**config.mk**
```make
export PLATFORM = sky130hd
export DESIGN_NAME = store_unit
export DESIGN_NICKNAME = d
export VERILOG_FILES = /design/src/rtl/store_unit.sv
export SDC_FILE = /design/constraint.sdc
export NUM_CORES = 1
export LEC_CHECK = 0
export CORE_MARGIN = 1
export CORE_UTILIZATION = 55
export DETAILED_ROUTE_END_ITERATION = 6
export DONT_BUFFER_PORTS = 1
export MAX_ROUTING_LAYER = met4
export PLACE_DENSITY = 0.67
export SYNTH_ARGS = -nofsm -noshare
export SYNTH_HDL_FRONTEND = slang
export SYNTH_SLANG_ARGS = --single-unit
```
**constraint.sdc**
```tcl
create_clock -name clk -period 4.9 [get_ports clk]
set_input_delay 1.47 -clock clk [delete_from_list [all_inputs] [get_ports clk]]
set_output_delay 1.47 -clock clk [all_outputs]
set_load 0.01 [all_outputs]
```
**src/rtl/store_unit.sv**
```systemverilog
// store_unit: turns one sb/sh/sw request into 1, 2 or 4 little-endian byte
// writes on an 8-bit data memory port, one byte per cycle.
module store_unit #(
  parameter int unsigned ADDR_W      = 8,
  parameter bit          ALIGN_CHECK = 1'b0
) (
  input  logic              clk,
  input  logic              rst,
  input  logic              req_valid,
  output logic              req_ready,
  input  logic [1:0]        req_size,
  input  logic [31:0]       req_base,
  input  logic [15:0]       req_offset,
  input  logic [31:0]       req_data,
  output logic              mem_we,
  output logic [ADDR_W-1:0] mem_addr,
  output logic [7:0]        mem_wdata,
  output logic              busy,
  output logic              done,
  output logic              err
);

  typedef enum logic [1:0] {
    S_IDLE  = 2'd0,
    S_WRITE = 2'd1,
    S_ERR   = 2'd2
  } state_t;

  state_t            r_state, w_state_nxt;
  logic [1:0]        r_k, w_k_nxt;
  logic [1:0]        r_last, w_last_nxt;
  logic [ADDR_W-1:0] r_ea, w_ea_nxt;
  logic [31:0]       r_data, w_data_nxt;

  logic              r_mem_we, w_mem_we_nxt;
  logic [ADDR_W-1:0] r_mem_addr, w_mem_addr_nxt;
  logic [7:0]        r_mem_wdata, w_mem_wdata_nxt;
  logic              r_done, w_done_nxt;
  logic              r_err, w_err_nxt;

  logic [ADDR_W-1:0] w_ea_in;
  logic [1:0]        w_last_in;
  logic              w_size_ok;
  logic              w_misaligned;
  logic [1:0]        w_k_inc;

  function automatic logic [7:0] pick_byte(input logic [31:0] d, input logic [1:0] k);
    logic [7:0] b;
    case (k)
      2'd0:    b = d[7:0];
      2'd1:    b = d[15:8];
      2'd2:    b = d[23:16];
      default: b = d[31:24];
    endcase
    return b;
  endfunction

  // Full 32-bit sum, truncated to the memory address width.
  assign w_ea_in = ADDR_W'(req_base + {16'b0, req_offset});
  assign w_k_inc = r_k + 2'd1;

  // Decode the incoming request: byte count (as N-1), legality, alignment.
  always_comb begin
    w_last_in    = 2'd0;
    w_size_ok    = 1'b1;
    w_misaligned = 1'b0;
    case (req_size)
      2'b00:   w_last_in = 2'd0;
      2'b01:   w_last_in = 2'd1;
      2'b10:   w_last_in = 2'd3;
      default: w_size_ok = 1'b0;
    endcase
    if (ALIGN_CHECK) begin
      if (req_size == 2'b01)
        w_misaligned = w_ea_in[0];
      else if (req_size == 2'b10)
        w_misaligned = |w_ea_in[1:0];
    end
  end

  // Next state plus next values of the registered memory-port outputs.
  // Outputs are loaded on the same edge that enters the state they belong
  // to, so the byte presented for index k is computed one cycle ahead.
  always_comb begin
    w_state_nxt     = r_state;
    w_k_nxt         = r_k;
    w_last_nxt      = r_last;
    w_ea_nxt        = r_ea;
    w_data_nxt      = r_data;
    w_mem_we_nxt    = 1'b0;
    w_mem_addr_nxt  = '0;
    w_mem_wdata_nxt = '0;
    w_done_nxt      = 1'b0;
    w_err_nxt       = 1'b0;
    case (r_state)
      S_IDLE: begin
        if (req_valid) begin
          w_ea_nxt   = w_ea_in;
          w_data_nxt = req_data;
          w_last_nxt = w_last_in;
          w_k_nxt    = 2'd0;
          if (!w_size_ok || w_misaligned) begin
            w_state_nxt = S_ERR;
            w_err_nxt   = 1'b1;
          end else begin
            w_state_nxt     = S_WRITE;
            w_mem_we_nxt    = 1'b1;
            w_mem_addr_nxt  = w_ea_in;
            w_mem_wdata_nxt = req_data[7:0];
            w_done_nxt      = (w_last_in == 2'd0);
          end
        end
      end
      S_WRITE: begin
        if (r_k == r_last) begin
          w_state_nxt = S_IDLE;
        end else begin
          w_k_nxt         = w_k_inc;
          w_mem_we_nxt    = 1'b1;
          w_mem_addr_nxt  = r_ea + ADDR_W'(w_k_inc);
          w_mem_wdata_nxt = pick_byte(r_data, w_k_inc);
          w_done_nxt      = (w_k_inc == r_last);
        end
      end
      S_ERR: begin
        w_state_nxt = S_IDLE;
      end
      default: begin
        w_state_nxt = S_IDLE;
      end
    endcase
  end

  // State and output registers; synchronous reset aborts any store in flight.
  always_ff @(posedge clk) begin
    if (rst) begin
      r_state     <= S_IDLE;
      r_k         <= '0;
      r_last      <= '0;
      r_ea        <= '0;
      r_data      <= '0;
      r_mem_we    <= 1'b0;
      r_mem_addr  <= '0;
      r_mem_wdata <= '0;
      r_done      <= 1'b0;
      r_err       <= 1'b0;
    end else begin
      r_state     <= w_state_nxt;
      r_k         <= w_k_nxt;
      r_last      <= w_last_nxt;
      r_ea        <= w_ea_nxt;
      r_data      <= w_data_nxt;
      r_mem_we    <= w_mem_we_nxt;
      r_mem_addr  <= w_mem_addr_nxt;
      r_mem_wdata <= w_mem_wdata_nxt;
      r_done      <= w_done_nxt;
      r_err       <= w_err_nxt;
    end
  end

  assign req_ready = (r_state == S_IDLE);
  assign busy      = (r_state != S_IDLE);
  assign mem_we    = r_mem_we;
  assign mem_addr  = r_mem_addr;
  assign mem_wdata = r_mem_wdata;
  assign done      = r_done;
  assign err       = r_err;

endmodule
```
=== Word-level counts from Yosys, hierarchy flattened ===
Cells that the tools add are included.

* Eq/ne operators: 10
* Muxes and demuxes: 27
* $add $sub $neg: 3
* Bitwise operators: 2
* Reduce and logical (&&, ||, !) cells: 11

{| class="wikitable"
|+ Operator list
! cell !! count
|-
| 8-bit 2-to-1 mux || 6
|-
| 8-bit case mux with 2 select lines || 2
|-
| 8-bit case mux with 3 select lines || 1
|-
| 2-bit case mux with 2 select lines || 3
|-
| 2-bit 2-to-1 mux || 5
|-
| 8-bit by 2-bit adder with 8-bit output || 1
|-
| 8-bit adder || 1
|-
| 2-bit logical NOT || 4
|-
| 1-bit 2-to-1 mux || 8
|-
| 2-bit by 1-bit equality test with 1-bit output, second input constant || 3
|-
| 2-bit inequality test, second input constant || 3
|-
| 3-bit OR reduction || 2
|-
| 2-bit equality test || 2
|-
| 2-bit equality test, second input constant || 2
|-
| 1-bit case mux with 2 select lines || 2
|-
| 2-bit AND reduction || 2
|-
| 2-bit nonzero test || 2
|-
| 3-bit AND reduction || 1
|-
| 2-bit by 1-bit adder with 2-bit output, second input constant || 1
|-
| 1-bit inverter || 2
|}

* Output and inout port bits: 21
* Flip-flop bits (word level): 65
* Bits of input ports: 85
* Logic and storage cells: 63

=== Longest topological paths before layout ===
* Depth in word-level cells: 6
* Gate-level depth with buffers: 8
* Depth with buffers taken out: 8

=== Worst setup path before layout ===
No wires, ideal clock.

* Kind: input-to-reg
* From: in req_base[0]
* To: reg r_mem_addr[6] (netlist: mem_addr[6])
* Slack: 1.794 ns
* Cell stages on the path: 6
* Buffers on the path: 0
* Library setup time: 0.129 ns
* Arrival time: 2.976 ns
* Required time: 4.771 ns
* Path through: ha_1 -> fa_1 -> a211oi_1 -> nor3_1 -> nor4b_1 -> o32ai_1

* Word-level cells in the longest chain between the ends: 4

{| class="wikitable"
|+ Ends and longest elaborated chain
! what !! RTL line !! RTL
|-
| start: declaration || 12 || <nowiki>input logic [31:0] req_base,</nowiki>
|-
| 8-bit adder || 59 || <nowiki>assign w_ea_in = ADDR_W'(req_base + {16'b0, req_offset});</nowiki>
|-
| 8-bit 2-to-1 mux || 102 || <nowiki>if (!w_size_ok || w_misaligned) begin</nowiki>
|-
| 8-bit 2-to-1 mux || 97 || <nowiki>if (req_valid) begin</nowiki>
|-
| 8-bit case mux with 2 select lines || 95 || <nowiki>case (r_state)</nowiki>
|-
| end signal: assignment || 154 || <nowiki>r_mem_addr <= w_mem_addr_nxt;</nowiki>
|-
| end: declaration || 36 || <nowiki>logic [ADDR_W-1:0] r_mem_addr, w_mem_addr_nxt;</nowiki>
|}

No other way between the ends.
A chain may end at the register's enable or synchronous reset.

=== Worst setup path after layout ===
Same ends and word-level chain as after synthesis.

==> metrics.md <==
| Metric | Value |
|---|---|
| Run status | `finished with violations` |
| Failing checks | `design-rule violations` |
| Met1 Wirelength | `3.47 mm` |
| PostCTS Resize Cnt | `0` |
| F_max | `0.326 GHz` |
| WL met2 | `2.96 mm` |
| Nets | `469` |
| CTS root buf | `clkbuf_8` |
| CP Capture Type | `flip-flop` |
| Clk pwr share | `0.348` |
| Initial DRC count | `319` |
| Max-slew violation count | `0` |
| Total Neg Setup Slack | `0 ns` |
| Synth Cell Area | `3070 sq um` |
| Register clock-pin slew on the reported worst setup and hold paths | `0.07 ns` |
| CTS tree | `built` |
| Register area share after synthesis | `0.424` |
| DR pass1 iterations | `7` |
| Drc violations | `2` |
| First-pass GRT wire length | `11.4 mm` |
| Top routing layer in use | `met4` |
| Num CTS Buffers | `9` |
| Startpoint types | `primary input` |
| Setup violators final | `0` |
| Die X | `76.7 microns` |
| Remaining Overflow, GRT | `0` |
| Pin count of the biggest net entering global routing | `54` |
| Initial antenna violation count | `0` |
| Worst-margin pin slew | `0.676 ns` |
| Most common cell after layout, fill and taps aside | `nand2_1` |
| Critical Path RT | `5.11 ns` |
| Number of instances in the placed design | `425` |
| CTS Hold Buffers Added | `0` |
| Post-DP HPWL | `4.92 mm` |
| Vias per cell | `5.99` |
| Syn Area/Cell | `8.16 sq um` |
| Via count | `2630` |
| Die H | `76.7 microns` |
| # rows | `26` |
| Post-synth EDFFs | `0` |
| Clock Path Buffers | `2` |
| Final period utilization | `0.626` |
| Ports | `106` |
| Worst vdd ir | `0.301 mV` |
| GPL Wtd Cong | `0.801` |
| Avg WL per Cell | `16.2 microns` |
| Crit Path Class | `in2reg` |
| Ant. Diodes | `0` |
| Commonest non-fill, non-tap cells in the layout | `86 x nand2_1, 65 x dfxtp_1, 44 x a21oi_1` |
| R2r worst-path depth | `7` |
| Fillers | `461` |
| Sequential share of power | `0.518` |
| Seq cells post-synth | `65` |
| Fin cells | `439` |
| Final Hold Violating Endpoints | `0` |
| Quantity of I/O buffers inserted on ports | `0` |
| RSZ-0062 raised after global routing | `false` |
| CTS sink cnt | `65` |
| Int Power | `829 uW` |
| Finished Core Util | `0.622` |
| Post-synth cell types | `46` |
| NetSw | `309 uW` |
| Slew Limit Headroom | `0.546` |
| WHS | `0.451 ns` |
| Crit path max fanout | `3` |
| Starting Density | `0.586` |
| Combinational fraction of design power | `0.135` |
| Layout cells sized above 1 | `0.0596` |
| Worst Skew | `0.00476 ns` |
| Met3 wire len | `580 microns` |
| Leak pwr | `1.22 nW` |
| Sw frac | `0.272` |
| GRT Overall Usage | `0.259` |
| Syn Inst Count | `376` |
| Post-route cell area | `3260 sq um` |
| Die ar. | `5880 sq um` |
| Synth warn | `0` |
| Hold crit path type | `reg2reg` |
| Area of the core | `5240 sq um` |
| Post-CTS Setup Bufs | `0` |
| Hold path depth | `2` |
| Area after DPL | `3090 sq um` |
| Most used DFF post-synth | `dfxtp_1` |
| Fraction of registers with async set/reset | `0` |
| WL final | `7.11 mm` |
| CTS H-tree lvls | `3` |
| ANT nets after route | `0` |
| Synth-to-layout area growth | `6.16%` |
| Mapped Nets | `479` |
| Maxcap violations | `0` |
| Power density cells | `349 nW/um^2` |
| WP data arrival | `3.27 ns` |
| Worst-skew pair later-pin latency | `0.34 ns` |
| Final min period | `3.07 ns` |
| Vias in the first global route | `2272` |
## per-stage QoR
stage               total power [mW]  worst slack [ns]
floorplan                      0.723              1.79
global placement               0.748              1.51
detailed placement             0.752              1.52
CTS                             1.15              1.88
global route                    1.19              1.64
finish                          1.14              1.83
## power by group through the flow
| stage | combinational, mW | sequential [mW] | clock, mW |
|---|---|---|---|
| 2_1_floorplan | 0.130 | 0.593 | 0 |
| 3_3_place_gp | 0.149 | 0.599 | 0 |
| 3_5_place_dp | 0.152 | 0.600 | 0 |
| 4_1_cts | 0.153 | 0.589 | 0.405 |
| 5_1_grt | 0.173 | 0.592 | 0.428 |
| 6_report | 0.153 | 0.589 | 0.396 |
## layer usage
| metal | global-route usage | vias up |
|---|---|---|
| met5 | - | - |
| met4 | 0.0942 | 0 |
| met2 | 0.336 | 116 |
| met1 | 0.377 | 1222 |
| met3 | 0.0690 | 8 |
| li1 | - | 1284 |
## worst paths after layout
check	endpoint	from	slack, ns
setup / recovery	mem_addr[6]	req_base[0]	1.83
setup reg to reg	mem_addr[7]	r_k[0]	2.46
hold reg to reg	r_data[4]	r_data[4]	0.45
hold / removal	r_data[4]	r_data[4]	0.45
## synthesized netlist by cell type (3+ instances only)
master / count / area, sq um
nand2_1: 86 / 323
dfxtp_1: 65 / 1300
a21oi_1: 44 / 220
nor2_1: 26 / 97.6
clkbuf_1: 16 / 60.1
ha_1: 16 / 200
a22oi_1: 10 / 75.1
inv_1: 10 / 37.5
o21ai_1: 9 / 45.0
a222oi_1: 8 / 80.1
nand3_1: 7 / 35.0
a211oi_1: 6 / 45.0
o21ai_0: 6 / 30.0
buf_2: 5 / 25.0
nand3b_1: 5 / 37.5
xnor2_1: 5 / 43.8
xor2_1: 4 / 35.0
a21o_1: 3 / 22.5
buf_1: 3 / 11.3
nand2b_1: 3 / 18.8
nor3_1: 3 / 15.0
nor3b_1: 3 / 22.5
or2_2: 3 / 18.8
## final cells by class
cell class / instances / area (sq um) / area share
Timing Repair Buffer: 3 / 22.5 / 0.00691
Tap cell: 70 / 87.6 / 0.0269
Clock inverter: 3 / 17.5 / 0.00538
Sequential cell: 65 / 1300 / 0.399
Inverter: 10 / 37.5 / 0.0115
Clock buffer: 11 / 151 / 0.0465
Multi-Input combinational cell: 277 / 1640 / 0.503
## cell families (layout without fill, tap and decap cells)
family | Yosys count | after routing | share of synthesized area
simple gates | 149 | 149 | 0.219
compound gates | 100 | 100 | 0.206
flops | 65 | 65 | 0.424
buf+inv | 34 | 27 | 0.0436
fa+ha+maj | 18 | 18 | 0.0783
xor+xnor | 9 | 9 | 0.0257
mux | 1 | 1 | 0.00326
## flip-flops by register name, summed over array words and instances, names as in the netlist
register	cells
mem_wdata	8
err	1
r_last	2
r_state	2
r_k	2
mem_addr	8
mem_we	1
r_ea	8
done	1
r_data	32
## worst max-delay path, cell delays in order
cell	delay [ns]
ha_1	0.22
fa_1	0.43
a211oi_1	0.42
nor3_1	0.12
nor4b_1	0.46
o32ai_1	0.15
No activity file was read; power rests on OpenSTA's default activity.
